===== src/rtl/seq_multiplier_if.sv =====
// Handshake and data bundle for seq_multiplier.
//   start       : request, sampled only while busy=0
//   signed_mode : 1 = operands are two's-complement, 0 = unsigned
//   A, B        : multiplicand / multiplier, sampled with start
//   busy        : operation in progress
//   done        : one-cycle pulse, C holds a new product
//   C           : product register (2*WIDTH bits)
interface seq_multiplier_if #(
    parameter int unsigned WIDTH = 4
);
    logic                   start;
    logic                   signed_mode;
    logic [WIDTH-1:0]       A;
    logic [WIDTH-1:0]       B;
    logic                   busy;
    logic                   done;
    logic [2*WIDTH-1:0]     C;

    modport master (
        output start, signed_mode, A, B,
        input  busy, done, C
    );

    modport slave (
        input  start, signed_mode, A, B,
        output busy, done, C
    );
endinterface


===== src/rtl/seq_multiplier.sv =====
// Multi-cycle shift-add multiplier, unsigned or signed per operation.
// Operands are reduced to magnitudes on accept, multiplied over WIDTH
// iterations, and the sign is reapplied in a final FIX cycle.
//   clk   : rising-edge clock
//   rst_n : synchronous reset, active low
//   bus   : start/signed_mode/A/B in, busy/done/C out (all outputs registered)
module seq_multiplier #(
    parameter int unsigned WIDTH = 4,
    parameter int unsigned CNT_W = 3
) (
    input logic             clk,
    input logic             rst_n,
    seq_multiplier_if.slave bus
);

    typedef enum logic [1:0] {StIdle, StCalc, StFix} state_e;

    state_e               state;
    logic [WIDTH-1:0]     mcand;
    logic [WIDTH-1:0]     mplier;
    logic [2*WIDTH:0]     acc;
    logic [CNT_W-1:0]     cnt;
    logic                 neg;
    logic                 busy_q;
    logic                 done_q;
    logic [2*WIDTH-1:0]   c_q;

    logic [WIDTH-1:0]     mag_a;
    logic [WIDTH-1:0]     mag_b;
    logic [WIDTH:0]       sum;
    logic [2*WIDTH:0]     acc_add;
    logic [2*WIDTH:0]     acc_next;

    always_comb begin
        // The most-negative operand negates to itself, which read unsigned
        // is exactly its magnitude 2^(WIDTH-1).
        mag_a    = (bus.signed_mode && bus.A[WIDTH-1]) ? ('0 - bus.A) : bus.A;
        mag_b    = (bus.signed_mode && bus.B[WIDTH-1]) ? ('0 - bus.B) : bus.B;
        sum      = {1'b0, acc[2*WIDTH-1:WIDTH]} + {1'b0, mcand};
        acc_add  = mplier[0] ? {sum, acc[WIDTH-1:0]} : acc;
        acc_next = acc_add >> 1;
    end

    always_ff @(posedge clk) begin
        if (!rst_n) begin
            state  <= StIdle;
            mcand  <= '0;
            mplier <= '0;
            acc    <= '0;
            cnt    <= '0;
            neg    <= 1'b0;
            busy_q <= 1'b0;
            done_q <= 1'b0;
            c_q    <= '0;
        end else begin
            done_q <= 1'b0;
            unique case (state)
                StIdle: begin
                    if (bus.start) begin
                        mcand  <= mag_a;
                        mplier <= mag_b;
                        neg    <= bus.signed_mode & (bus.A[WIDTH-1] ^ bus.B[WIDTH-1]);
                        acc    <= '0;
                        cnt    <= '0;
                        busy_q <= 1'b1;
                        state  <= StCalc;
                    end
                end
                StCalc: begin
                    acc    <= acc_next;
                    mplier <= mplier >> 1;
                    cnt    <= cnt + CNT_W'(1);
                    if (cnt == CNT_W'(WIDTH - 1)) begin
                        state <= StFix;
                    end
                end
                StFix: begin
                    // Magnitude product fits in 2*WIDTH bits, so negation is exact.
                    c_q    <= neg ? ('0 - acc[2*WIDTH-1:0]) : acc[2*WIDTH-1:0];
                    done_q <= 1'b1;
                    busy_q <= 1'b0;
                    state  <= StIdle;
                end
                default: state <= StIdle;
            endcase
        end
    end

    assign bus.busy = busy_q;
    assign bus.done = done_q;
    assign bus.C    = c_q;

endmodule


===== src/flat_wrapper.sv =====
// flat-port wrapper written by rule: the top's interface ports become plain ports
module seq_multiplier_flat 
#(
    parameter int unsigned WIDTH = 4,
    parameter int unsigned CNT_W = 3
)
  (clk, rst_n, bus_start, bus_signed_mode, bus_A, bus_B, bus_busy, bus_done, bus_C);
  seq_multiplier_if #(.WIDTH(WIDTH)) bus_i ();
  input logic clk;
  input logic rst_n;
  input wire logic [$bits(bus_i.start)-1:0] bus_start;
  input wire logic [$bits(bus_i.signed_mode)-1:0] bus_signed_mode;
  input wire logic [$bits(bus_i.A)-1:0] bus_A;
  input wire logic [$bits(bus_i.B)-1:0] bus_B;
  output wire logic [$bits(bus_i.busy)-1:0] bus_busy;
  output wire logic [$bits(bus_i.done)-1:0] bus_done;
  output wire logic [$bits(bus_i.C)-1:0] bus_C;
  assign bus_i.start = bus_start;
  assign bus_i.signed_mode = bus_signed_mode;
  assign bus_i.A = bus_A;
  assign bus_i.B = bus_B;
  assign bus_busy = bus_i.busy;
  assign bus_done = bus_i.done;
  assign bus_C = bus_i.C;
  seq_multiplier #(.WIDTH(WIDTH), .CNT_W(CNT_W)) u_core (.clk(clk), .rst_n(rst_n), .bus(bus_i));
endmodule

===== config.mk =====
export PLATFORM = sky130hd
export DESIGN_NAME = seq_multiplier_flat
export DESIGN_NICKNAME = d
export VERILOG_FILES = /design/src/rtl/seq_multiplier_if.sv /design/src/rtl/seq_multiplier.sv /design/src/flat_wrapper.sv
export SDC_FILE = /design/constraint.sdc
export NUM_CORES = 1
export LEC_CHECK = 0
export ABC_CLOCK_PERIOD_IN_PS = 1670
export BUFFER_PORTS_ARGS = -buffer_cell sky130_fd_sc_hd__buf_4
export CAP_MARGIN = 0
export CELL_PAD_IN_SITES_DETAIL_PLACEMENT = 0
export CELL_PAD_IN_SITES_GLOBAL_PLACEMENT = 1
export CORE_ASPECT_RATIO = 0.7
export CORE_MARGIN = 10
export CORE_UTILIZATION = 30
export DETAILED_ROUTE_END_ITERATION = 7
export MAX_ROUTING_LAYER = met4
export PLACE_DENSITY_LB_ADDON = 0.3
export SLEW_MARGIN = 5
export SYNTH_ARGS = -nofsm -noshare
export SYNTH_HDL_FRONTEND = slang
export SYNTH_SLANG_ARGS = --single-unit

===== constraint.sdc =====
create_clock -name clk -period 1.67 [get_ports clk]
set_input_delay 0.0835 -clock clk [delete_from_list [all_inputs] [get_ports clk]]
set_output_delay 0.0835 -clock clk [all_outputs]
set_load 0.03 [all_outputs]

After elaboration in Yosys (flattened, before gate mapping)
Cells that the tools add are included.

Flip-flop bits (word level): 33. Bits of input ports: 12. Output and inout port bits: 10.

Bitwise gates (word level): 2. Equality and inequality tests: 5. Reductions and logical operators: 9. Add/sub/neg operators: 5. Multiplexer cells: 16.

Operator list (count): $mux 9 (2); $pmux 9 s2 (1); $mux 4 (3); $mux 8 (1); $pmux 4 s2 (1); $reduce_and 2->1 (4); $sub 1x4->4 const A (2); $sub 1x8->8 const A (1); $pmux 3 s2 (1); $add 4x4->5 (1); $mux 2 (2); $pmux 2 s2 (1); $reduce_bool 2->1 (2); $add 3x1->3 const B (1); $eq 3x2->1 const B (1); $mux 3 (1); $eq 2x1->1 const B (1); $eq 2x2->1 const B (1); $logic_and 1x1->1 (2); $logic_not 2->1 (1); $mux 1 (2); $ne 2x1->1 const B (1); $ne 2x2->1 const B (1); $pmux 1 s2 (1); 2 further kinds (2).

Logic depth before layout (Yosys ltp)
Depth in word-level cells: 4. Mapped depth: 7. Depth with buffers taken out: 7.

Worst setup path after synthesis
Ideal clock, no wire load.

Path kind: register to register. Start: register u_core.acc[0]. End: register u_core.c_q[7], in the netlist u_core.bus.C[7]. Slack: 0.086 ns. Library setup time: 0.117 ns. Clock period less this slack: 1.584 ns. Arrival: 1.467 ns. Cell stages (with the launch flop): 5. Cell sequence: dfxtp_1 -> or4_1 -> o41a_1 -> xor2_1 -> a22o_1.

Longest elaborated chain between the ends: 2.

Ends and longest elaborated chain: from (decl) (RTL line seq_multiplier.sv:21) `logic [2*WIDTH:0] acc;`; from (signal assigned) (RTL line seq_multiplier.sv:70) `acc <= acc_next;`; $sub 1x8->8 (RTL line seq_multiplier.sv:79) `c_q <= neg ? ('0 - acc[2*WIDTH-1:0]) : acc[2*WIDTH-1:0];`; $mux 8 (RTL line seq_multiplier.sv:79); to (signal assigned) (RTL line seq_multiplier.sv:79); to (decl) (RTL line seq_multiplier.sv:26) `logic [2*WIDTH-1:0] c_q;`.

Every way passes these cells. A chain may end at the register's enable or synchronous reset.

Final worst setup path
Same ends and word-level chain as after synthesis.

==> results.md <==
- Number of synthesized flops with an enable pin: 0
- P&R area growth vs syn: 29.9%
- Final setup vio count: 0
- Top cells by area, synth: dfxtp_1, ha_1, a21oi_1, nor2_1, nand3_1
- First-pass GRT wire length: between 6000 and 7000 µm
- Sequential Power Share: 43.7%
- Top-count cell post-synth: dfxtp_1
- Die Wd: 107 µm
- Row cnt: 22
- Switching fraction of total power: 23.1%
- Synth cell types: 38
- Crit share post-route: a little over nine tenths
- FILL cells: around 580
- Vias: between 1000 and 1500
- Syn Std Cell Area: 1590 µm²
- Port Buffer Count: 21
- Clock Pin Slew Worst Setup and Hold Paths: ~0.07 ns
- Drt drc: 0
- Grt ovf: 0
- Clock power share: 43.7%
- Post-CTS setup buffer count: 0
- Slew @ Worst Pin: 0.484 ns
- Final slew viol count: 0
- Syn nets: ~210
- Vias in the first global route: ~1400
- Non-Filler Instances: between 200 and 300
- Die footprint: between 8000 and 9000 µm²
- Sink Count: 32
- Unrepaired setup endpoints after global routing: no
- Crit Path Class: reg2reg
- Routability cong.: 0.768
- Pint: about 1400 µW
- Syn Inst Count: approximately 190
- Outcome: completed
- Count of final hold-check violations: 0
- Crit path max-delay cell type: or4_1
- Sequential share of the synthesized area: 40.3%
- Peak Freq: 621 MHz
- Cts hold-fix bufs: 0
- Yosys warns: 0
- Min Tclk post-route: 1.61 ns
- Comb power frac: about an eighth
- Worst path required time: 1.85 ns
- Resize count post-CTS: 0
- Vias/cell: 4.80
- Final wirelength: roughly 3900 µm
- Synth async-reset ratio: 0%
- Net switching power: 425 µW
- P per Cell Area: about 890 nW/µm²
- Synth area leader: dfxtp_1
- Clk Tree Root Cell: clkbuf_8
- Post-route ant nets: 0
- Detailed Place HPWL: ~2900 µm
- Tightest Hold Check Type: in2reg
- TritonCTS clock tree: done
- H-tree depth: 2
- IO Pins: 22
- DP Cell Count: 290
- Layout Utilization: around two fifths
- Setup_tns: 0 ns
- Clock Latency Late Sink: ~0.28 ns
- Final #Nets: about 250
- Max Root-Sink Buffers: 2
- Die height: ~81 µm
- Skew final: 0.00609 ns
- Area share of the largest cell type after synthesis: 40.3%
- Slew headroom: 67.6%
- Max cap viols: 0
- CP endpoint kind: flop
- WL per Instance: between 10 and 15 µm
- Leakage: about 0.00085 µW
- Initial antenna violation count: 0
- Pin count of the biggest net entering global routing: 26
- CP startpoint kind: flop
- Top cells by count, synth: dfxtp_1, nor2_1, a21oi_1
- CP cell instances: or4_1 > o41a_1 > xor2_1 > a22o_1
- Layout cells sized above 1: about a fifth
- Primary FF master, synth: dfxtp_1
- Detailed router's first-iteration violation count: between 70 and 80
- Tot Pwr: between 1500 and 2000 µW
- Core area: between 5000 and 6000 µm²
- Critical Path AT: 1.79 ns
- Flops & latches, synth: 32
- Initial cell density of the core: around 30%
- Critical Path Fanout Max: 2
- Inserted Clock Buffers: 5
- Syn_area_per_cell: roughly 8.5 µm²
- Worst VDD drop: about 570 µV
- Ant diodes: 0
- Pre-antenna DRT Iters: 4
- GRT Util Overall: about a tenth
- Crit-path max cell delay: around 0.55 ns
[flip-flops by register name, indices dropped and copies added (netlist names)]
register and flops:
u_core.bus.busy 1, u_core.neg 1, u_core.cnt 3, u_core.acc 8, u_core.mcand 4, u_core.bus.C 8, u_core.bus.done 1, u_core.mplier 4
u_core.state 2
[metal layers]
layer | share of wire (%) | GRT usage (%) | vias up
met1 | 52 | 12.9 | 651
li1 | - | - | 735
met5 | 0 | - | -
met4 | 1.2 | 2.83 | 0
met2 | 41 | 14.3 | 37
met3 | 5.6 | 2.92 | 7
[power groups by stage]
stage               Clock, µW  Combinational (µW)  Sequential (µW)
floorplan                   0                 124              830
global placement            0                 233              823
detailed placement          0                 233              823
CTS                       831                 234              806
global route              869                 267              809
finish                    805                 232              806
[final timing paths]
kind	start	end	slack, ns	depth (start not counted)
hold reg to reg	u_core.mcand[0]	u_core.mcand[0]	0.47	2
hold / removal	bus_A[0]	u_core.mcand[0]	0.08	3
setup / recovery	u_core.acc[0]	u_core.bus.C[7]	0.06	4
setup reg to reg	u_core.acc[0]	u_core.bus.C[7]	0.06	4
[worst max-delay path: cells and delay by family, from the launching register on]
| family | cells | cell delay, ns |
|---|---|---|
| flip-flops | 1 | 0.31 |
| AND/OR/NAND/NOR | 1 | 0.55 |
| AO/OA/AOI/OAI | 2 | 0.51 |
| XOR/XNOR | 1 | 0.15 |
[cells by family after synthesis]
group,after synthesis,synth area share [%]
AOI/OAI and AO/OA,50,20.5
buffers and inverters,21,4.96
xor gates and xnor gates,9,4.96
and+or+nand+nor,61,18.3
muxes,4,2.60
adders and majority gates,10,8.35
DFF,32,40.3
[area by class of cell]
type / instances / area, µm² / share of cell area [%]
inverters: 14 / 52.6 / 2.55
well taps: 72 / 90.1 / 4.37
repair buffers: 38 / 285 / 13.8
clock inverters: 1 / 30.0 / 1.46
flip-flops and latches: 32 / 641 / 31.0
multi-input cells: 134 / 868 / 42.1
clock buffers: 7 / 96.3 / 4.67
[through the flow]
step / area [µm²] / hold slack [ns] / setup slack (ns)
floorplan: 1590 / 0.205 / 0.0863
global placement: 1940 / 0.366 / 0.0728
detailed placement: 1940 / 0.374 / 0.0570
CTS: 2060 / 0.0739 / 0.0490
global route: 2060 / 0.104 / 0.00674
finish: 2060 / 0.0838 / 0.0592
[layout by cell type (no fill, tap or decap), types with 2 or more instances in the layout]
| cell | n |
|---|---|
| xnor2_1 | 6 |
| a311oi_1 | 2 |
| clkbuf_8 | 7 |
| a21oi_1 | 19 |
| nand3_1 | 11 |
| nor2_1 | 21 |
| buf_4 | 38 |
| inv_1 | 13 |
| nand3b_1 | 2 |
| nand2_1 | 14 |
| or4_1 | 2 |
| a222oi_1 | 2 |
| dfxtp_1 | 32 |
| a211oi_1 | 5 |
| ha_1 | 9 |
| and2_1 | 2 |
| o31ai_1 | 3 |
| o211ai_1 | 3 |
| nor2b_1 | 3 |
| mux2i_1 | 3 |
| xor2_1 | 3 |
| a31oi_1 | 3 |
| o21ai_0 | 6 |
No activity file was read; power rests on OpenSTA's default activity.
